### src/rtl/lsu_mem_master.sv
// -----------------------------------------------------------------------------
// lsu_mem_master
//   Load/store initiator between the RV32 core memory stage and
//   memory_controller_module. Takes one request at a time, issues a single
//   start pulse to the controller, waits for op_r, sign/zero-extends byte and
//   half loads, and returns a one-cycle response with an error flag.
//
// Optional build macro: LSU_ALIGN_CHECK_EN
//   defined   -> misaligned word/half requests get an immediate error response
//   undefined -> misaligned requests are issued unchanged
//
// Parameters
//   ADDR_W          controller address width
//   TIMEOUT_CYCLES  WAIT cycles before an access is abandoned (>= 6)
//
// Ports
//   clk, rst_n           clock, asynchronous active-low reset
//   i_req_*, o_req_ready core request channel (accept = valid & ready)
//   o_resp_*             one-cycle response pulse, rdata and error flag
//   o_mem_*              controller enable/addr/we/data_in/instr_mode
//   i_mem_rdata/op_r     controller data_out and completion strobe
// -----------------------------------------------------------------------------
module lsu_mem_master #(
    parameter int ADDR_W         = 24,
    parameter int TIMEOUT_CYCLES = 16
) (
    input  logic              clk,
    input  logic              rst_n,
    input  logic              i_req_valid,
    output logic              o_req_ready,
    input  logic              i_req_we,
    input  logic [1:0]        i_req_size,
    input  logic              i_req_unsigned,
    input  logic [ADDR_W-1:0] i_req_addr,
    input  logic [31:0]       i_req_wdata,
    output logic              o_resp_valid,
    output logic [31:0]       o_resp_rdata,
    output logic              o_resp_err,
    output logic              o_mem_enable,
    output logic [ADDR_W-1:0] o_mem_addr,
    output logic              o_mem_we,
    output logic [31:0]       o_mem_wdata,
    output logic [1:0]        o_mem_mode,
    input  logic [31:0]       i_mem_rdata,
    input  logic              i_mem_op_r
);

    localparam int TW = $clog2(TIMEOUT_CYCLES);
    localparam logic [TW-1:0] TIMER_LAST = TW'(TIMEOUT_CYCLES - 1);

    typedef enum logic [1:0] {S_IDLE, S_ISSUE, S_WAIT, S_RESP} state_t;

    state_t            r_state;
    state_t            w_next;
    logic              r_we;
    logic [1:0]        r_size;
    logic              r_unsigned;
    logic [ADDR_W-1:0] r_addr;
    logic [31:0]       r_wdata;
    logic [31:0]       r_rdata;
    logic              r_err;
    logic [TW-1:0]     r_timer;

    logic              w_accept;
    logic              w_bad_req;
    logic              w_misalign;
    logic              w_timeout;
    logic [31:0]       w_ext;

`ifdef LSU_ALIGN_CHECK_EN
    assign w_misalign = ((i_req_size == 2'b00) && (i_req_addr[1:0] != 2'b00)) ||
                        ((i_req_size == 2'b10) && i_req_addr[0]);
`else
    assign w_misalign = 1'b0;
`endif

    assign w_accept  = i_req_valid && (r_state == S_IDLE);
    // Rejected requests skip the controller entirely.
    assign w_bad_req = (i_req_size == 2'b11) || w_misalign;
    // The timer stops at the compare value, so it can never wrap.
    assign w_timeout = (r_timer == TIMER_LAST);

    // The controller zero-fills narrow reads; extension happens here.
    always_comb begin
        case (r_size)
            2'b01:   w_ext = {{24{~r_unsigned & i_mem_rdata[7]}},  i_mem_rdata[7:0]};
            2'b10:   w_ext = {{16{~r_unsigned & i_mem_rdata[15]}}, i_mem_rdata[15:0]};
            default: w_ext = i_mem_rdata;
        endcase
    end

    always_ff @(posedge clk or negedge rst_n) begin
        if (!rst_n) r_state <= S_IDLE;
        else        r_state <= w_next;
    end

    always_comb begin
        // NOTE: assigning a default before the case keeps every path driven,
        // so no latch is inferred for w_next.
        w_next = r_state;
        case (r_state)
            S_IDLE:  if (w_accept) w_next = w_bad_req ? S_RESP : S_ISSUE;
            S_ISSUE: w_next = S_WAIT;
            S_WAIT:  if (i_mem_op_r || w_timeout) w_next = S_RESP;
            S_RESP:  w_next = S_IDLE;
            default: w_next = S_IDLE;
        endcase
    end

    always_ff @(posedge clk or negedge rst_n) begin
        if (!rst_n) begin
            r_we       <= 1'b0;
            r_size     <= 2'b00;
            r_unsigned <= 1'b0;
            r_addr     <= '0;
            r_wdata    <= '0;
            r_rdata    <= '0;
            r_err      <= 1'b0;
            r_timer    <= '0;
        end else begin
            // NOTE: non-blocking assignments so every register samples the
            // pre-edge values, independent of statement order.
            case (r_state)
                S_IDLE: begin
                    if (w_accept) begin
                        r_we       <= i_req_we;
                        r_size     <= i_req_size;
                        r_unsigned <= i_req_unsigned;
                        r_addr     <= i_req_addr;
                        r_wdata    <= i_req_wdata;
                        r_rdata    <= '0;
                        r_err      <= w_bad_req;
                    end
                end
                S_ISSUE: r_timer <= '0;
                S_WAIT: begin
                    if (i_mem_op_r) begin
                        if (!r_we) r_rdata <= w_ext;
                    end else if (w_timeout) begin
                        r_err <= 1'b1;
                    end else begin
                        r_timer <= r_timer + 1'b1;
                    end
                end
                default: ;
            endcase
        end
    end

    // Status and strobes decode straight from the state, so an asynchronous
    // reset drops them without waiting for a clock edge.
    assign o_req_ready  = (r_state == S_IDLE);
    assign o_resp_valid = (r_state == S_RESP);
    assign o_resp_err   = (r_state == S_RESP) && r_err;
    assign o_resp_rdata = (r_state == S_RESP) ? r_rdata : 32'h0;
    assign o_mem_enable = (r_state == S_ISSUE);

    // Only an accept in IDLE can change these, so they are stable from
    // ISSUE through WAIT.
    assign o_mem_addr   = r_addr;
    assign o_mem_we     = r_we;
    assign o_mem_wdata  = r_wdata;
    assign o_mem_mode   = r_size;

endmodule

### config.mk
export PLATFORM = sky130hd
export DESIGN_NAME = lsu_mem_master
export DESIGN_NICKNAME = d
export VERILOG_FILES = /design/src/rtl/lsu_mem_master.sv
export SDC_FILE = /design/constraint.sdc
export NUM_CORES = 1
export LEC_CHECK = 0
export BUFFER_PORTS_ARGS = -buffer_cell sky130_fd_sc_hd__buf_2
export CAP_MARGIN = 20
export CORE_ASPECT_RATIO = 0.6
export CORE_UTILIZATION = 52
export CTS_CLUSTER_DIAMETER = 30
export DETAILED_ROUTE_END_ITERATION = 6
export GPL_TIMING_DRIVEN = 1
export PLACE_DENSITY = 0.95
export SLEW_MARGIN = 40
export SYNTH_ARGS = -nofsm -noshare
export SYNTH_HDL_FRONTEND = slang
export SYNTH_SLANG_ARGS = --single-unit
### constraint.sdc
create_clock -name clk -period 5.8 [get_ports clk]
set_input_delay 0.29 -clock clk [delete_from_list [all_inputs] [get_ports clk]]
set_output_delay 0.29 -clock clk [all_outputs]
set_load 0.1 [all_outputs]
==> results.ini, run 1 <==
[outcome]
status=finished clean

[clock_tree]
cts_made_buffers=9
cts_resized=0
cts_max_path_buffers=2
clk_pin_slew_ps=70
tritoncts=yes
cts_sinks=99
clk_latency_ps=330
root_buffer=clkbuf_16
htree_levels=3
cts_setup_buffers=0

[synth]
synth.area.top_cells=dfrtp_1 (55%), mux2_2 (16%), and2_1 (4.7%), o221ai_1 (3.1%), o2bb2ai_1 (3.1%)
synth_cell_types=40
synth_edf_count=0
synth_fp_nets=462
synth_area_per_cell_um2=12.6
synthCells=358
netlist_area_um2=4520
synth_area_leader_cell=dfrtp_1
synth_seq_cells=99
synth_seq_area_share_pct=54.8
async_flop_share_pct=100
yosys_warnings=0
yosys_most_used_dff=dfrtp_1
synth_top_area_share_pct=54.8

[setup_path]
cp-startpoint=r_state[0]
cp-start-kind=flop
critPathKind=reg2reg
worstPathMaxFanout=29
r2r-start=r_state[0]
arrival_ps=3180
critPathCaptureType=flop
cp.required_ps=6040

[layout]
multiInputGateArea_um2=1840
nets=640
num_antenna_cells=0
seqCellArea_um2=2480
final_layout_size_suffix_gt1_share_pct=52.2
fillers=589
syn_to_final_growth_pct=28.2

[global_routing]
grt_pass1_wl_um=16400
grt_pass1_vias=3337
grt_max_degree=63
gr-total-overflow=0
antenna_found_initial=0
track_usage_pct=23.7

[route]
drt-wirelength-per-cell_um=16.7
routed_wl_um=10800
drt-pass1-iter-count=5
drc=0
antenna_left=0
via_count=3588
viasPerCell=5.54
drtIter0Drc=261

[floorplanning]
core_region_area_um2=8130
start_util_pct=55.6
dieArea_um2=9080
pin_count=191
die_w_um=122
die_h_um=74.2
rows=25

[sta]
fin_tns_setup_ps=0
relSlewSlack_pct=47.2
finalCritPeriodShare_pct=50.7
finalSetupViolCount=0
final.min_clock_period_ps=2940
tightest_slew_ps=792
skew_ps=7.66
hold_viol=0
max_freq_mhz=340
slew_viol_final=0
rsz0062_at_grt=false

[flow_run]
maxCapViolCount=0

[place]
hpwl_um=7980
gp_routability_congestion=0.858
io_buffers=190

[worst_hold_path]
hp-start=i_req_addr[19]
hp-class=in2reg

==> layer usage <==
layer	up-vias	track usage, %	wire length, um
met4	0	7.05	190
met5	-	0	0
met3	24	7.44	1020
met2	201	37.5	4940
met1	1718	31.9	4660
li1	1645	-	-
==> sequential cells by signal, summed over array words and instances (netlist names), 2 cells and up <==
signal and count:
o_mem_mode 2, r_state 2, r_rdata 32, r_timer 4
o_mem_addr 24, o_mem_wdata 32
==> layout by cell type (no fill, tap or decap), types with 4 or more instances in the layout <==
master	count
ha_1	7
clkbuf_16	9
a22o_1	4
and2_1	34
o221ai_1	16
buf_4	4
o21ai_0	16
dfrtp_1	99
o2bb2ai_1	16
inv_1	18
buf_2	189
mux2_2	66
a21oi_1	9
nand4_1	8
==> metrics by stage <==
| step | area [um^2] | worst slack, ps | cells | hold WS [ps] | util, % |
|---|---|---|---|---|---|
| finish | 5800 | 2860 | 648 | 190 | 71.3 |
| global route | 5800 | 2650 | 648 | 173 | 71.3 |
| CTS | 5800 | 3090 | 648 | 177 | 71.3 |
| detailed placement | 5490 | 3100 | 632 | 306 | 67.6 |
| global placement | 5490 | 3270 | 632 | 292 | 67.5 |
| floorplan | 4520 | 3210 | 358 | -5.59 | - |
==> final cells by class <==
type,instances,share of cell area (%)
Sequential cell,99,42.7
Multi-Input combinational cell,213,31.7
Timing Repair Buffer,194,17.0
Clock buffer,9,3.88
Tap cell,108,2.33
Inverter,19,1.23
Clock inverter,6,1.14
==> logic make-up after synthesis <==
group	after synthesis	synth area share [%]
DFF	99	54.8
AOI/OAI and AO/OA	74	12.1
muxes	71	17.9
and+or+nand+nor	60	8.22
buffers and inverters	46	4.81
adders and majority gates	8	2.21
==> cell usage after synthesis, drive strengths merged, types with 3 or more instances <==
master   count
dfrtp       99
inv         19
a21oi        9
o21ai       17
ha           8
nand2        3
mux2        69
a22o         4
o221ai      16
o2bb2ai     16
and2        34
buf         17
clkbuf      10
nor2b        3
nand4        8
==> worst paths after layout <==
path	to	slack [ps]	cells after the start
hold / removal	o_mem_addr[19]	190	2
setup reg to reg	r_rdata[25]	2860	5
hold reg to reg	r_rdata[23]	480	1
max in group asynchronous	o_mem_addr[12]	4210	3
min in group asynchronous	r_rdata[28]	480	2
setup / recovery	r_rdata[25]	2860	5
==> what timing repair did <==
item / 4_1_cts / 5_1_grt
setup endpoints to repair: 0 / 0
hold endpoints to repair: 43 / 0
hold buffers: 1 / 0
==> critical path, cell delays in order (launching register included) <==
cell and delay (ps):
dfrtp_1 420, inv_1 120, ha_1 510, clkinv_1 760, o21ai_2 830, o2bb2ai_1 200
Power of run 1 is not shown: default switching activity piles up to over one toggle a cycle in this logic, so the estimate is an artifact.
==> run 2: changes to the inputs <==
CORE_UTILIZATION = 48   (was 52)
PLACE_DENSITY = 0.89   (was 0.95)
clock period = 3 ns   (was 5.8 ns; I/O delays follow)
==> run 2 against run 1 <==
Effect of this change: fmax is 34% higher; first-iteration DRC count is 11% lower; register-to-register slack got worse by 2100 ps; setup slack got worse by 2100 ps; final cell count rose by 4.3%; worst hold slack worse by 150 ps; critical path type unchanged.
==> results.ini, run 2 (synthesis results as in run 1) <==
[outcome]
status=finished clean

[floorplanning]
core_region_area_um2=9160
rows=27
dieArea_um2=9830
die_h_um=77.2
pin_count=191
start_util_pct=49.4
die_w_um=127

[sta]
max_freq_mhz=456
fin_tns_setup_ps=0
relSlewSlack_pct=51.5
hold_viol=0
final.min_clock_period_ps=2190
tightest_slew_ps=727
slew_viol_final=0
holdWs_ps=42.5
skew_ps=9.72
rsz0062_at_grt=false
finalSetupViolCount=0
finalCritPeriodShare_pct=73.1

[place]
gp_routability_congestion=0.822
hpwl_um=8190
io_buffers=190

[route]
drtIter0Drc=232
routed_wl_um=11000
antenna_left=0
drt-wirelength-per-cell_um=16.3
viasPerCell=5.26
drc=0
via_count=3553
drt-pass1-iter-count=4

[layout]
final_layout_size_suffix_gt1_share_pct=52.7
syn_to_final_growth_pct=30.3
num_antenna_cells=0
final_cell_mix=buf_2 (189), dfrtp_1 (99), mux2_2 (66)
nets=645
layout_commonest_cell=buf_2

[clock_tree]
tritoncts=yes
clk_latency_ps=340
cts_made_buffers=9
cts_sinks=99
cts_setup_buffers=0
clk_pin_slew_ps=70
cts_resized=0
htree_levels=3
root_buffer=clkbuf_16
cts_max_path_buffers=2

[setup_path]
cpPeakStageDelay_ps=520
worstPathMaxFanout=16
arrival_ps=2420
cp_slowest_cell=o21a_1
cp.required_ps=3220
cp-start-kind=flop
critPathCaptureType=flop
worstPathCellList=inv_1 > ha_1 > mux2_4 > o21a_1 > mux2_2
critPathKind=reg2reg

[global_routing]
gr-total-overflow=0
antenna_found_initial=0
grt_pass1_wl_um=17700
track_usage_pct=22.9
grt_pass1_vias=3550
grt_max_degree=58

[worst_hold_path]
hp-class=in2reg

[flow_run]
maxCapViolCount=0

-- run 2: changes by cell type in the layout (fill, tap and decap cells not counted), sizes merged --
cell / delta
buf: +5
clkinv: +1
clkinvlp: -2
inv: +2
-- run 2: path summary, 6_finish.rpt --
kind                       slack [ps]  cells past startpoint      startpoint       endpoint
setup / recovery                  810                      5      r_state[0]    r_rdata[13]
hold / removal                     40                      2  i_req_unsigned     r_unsigned
setup reg to reg                  810                      5      r_state[0]    r_rdata[13]
hold reg to reg                   480                      1     r_rdata[28]    r_rdata[28]
max in group asynchronous        1800                      3           rst_n  o_mem_addr[2]
min in group asynchronous         410                      2           rst_n    r_rdata[28]
-- run 2: critical path, delay by kind of cell, from the launching register on --
family,cells,cell delay (ps)
mux,2,640
compound gates,1,520
flops,1,430
fa+ha+maj,1,380
buf+inv,1,120
-- run 2: per-layer routing --
metal	track usage, %	share of wire (%)	up-vias
met5	0	0	-
met4	5.12	0.79	0
met3	5.37	5.8	9
met2	36.1	47	129
met1	32.1	46	1753
li1	-	-	1662
-- run 2: final cells by class --
type                            instances  area, um^2
Fill cell                             696        3260
Sequential cell                        99        2480
Multi-Input combinational cell        213        1830
Timing Repair Buffer                  199        1040
Clock buffer                            9         225
Tap cell                              130         163
Clock inverter                          7        83.8
Inverter                               19        71.3
-- run 2: metrics by stage --
stage	setup WS, ps	cell area, um^2	instances	utilization (%)
2_1_floorplan	451	4520	358	-
3_3_place_gp	929	5570	659	60.8
3_5_place_dp	818	5570	659	60.8
4_1_cts	556	5890	676	64.3
5_1_grt	647	5890	676	64.3
6_report	806	5890	676	64.3
-- run 2: repair_timing --
action / 4_1_cts / 5_1_grt
hold buffers: 1 / 0
endpoints found under the hold margin: 53 / 0
setup endpoints to repair: 0 / 0
Power of run 2 is left out for the same reason.
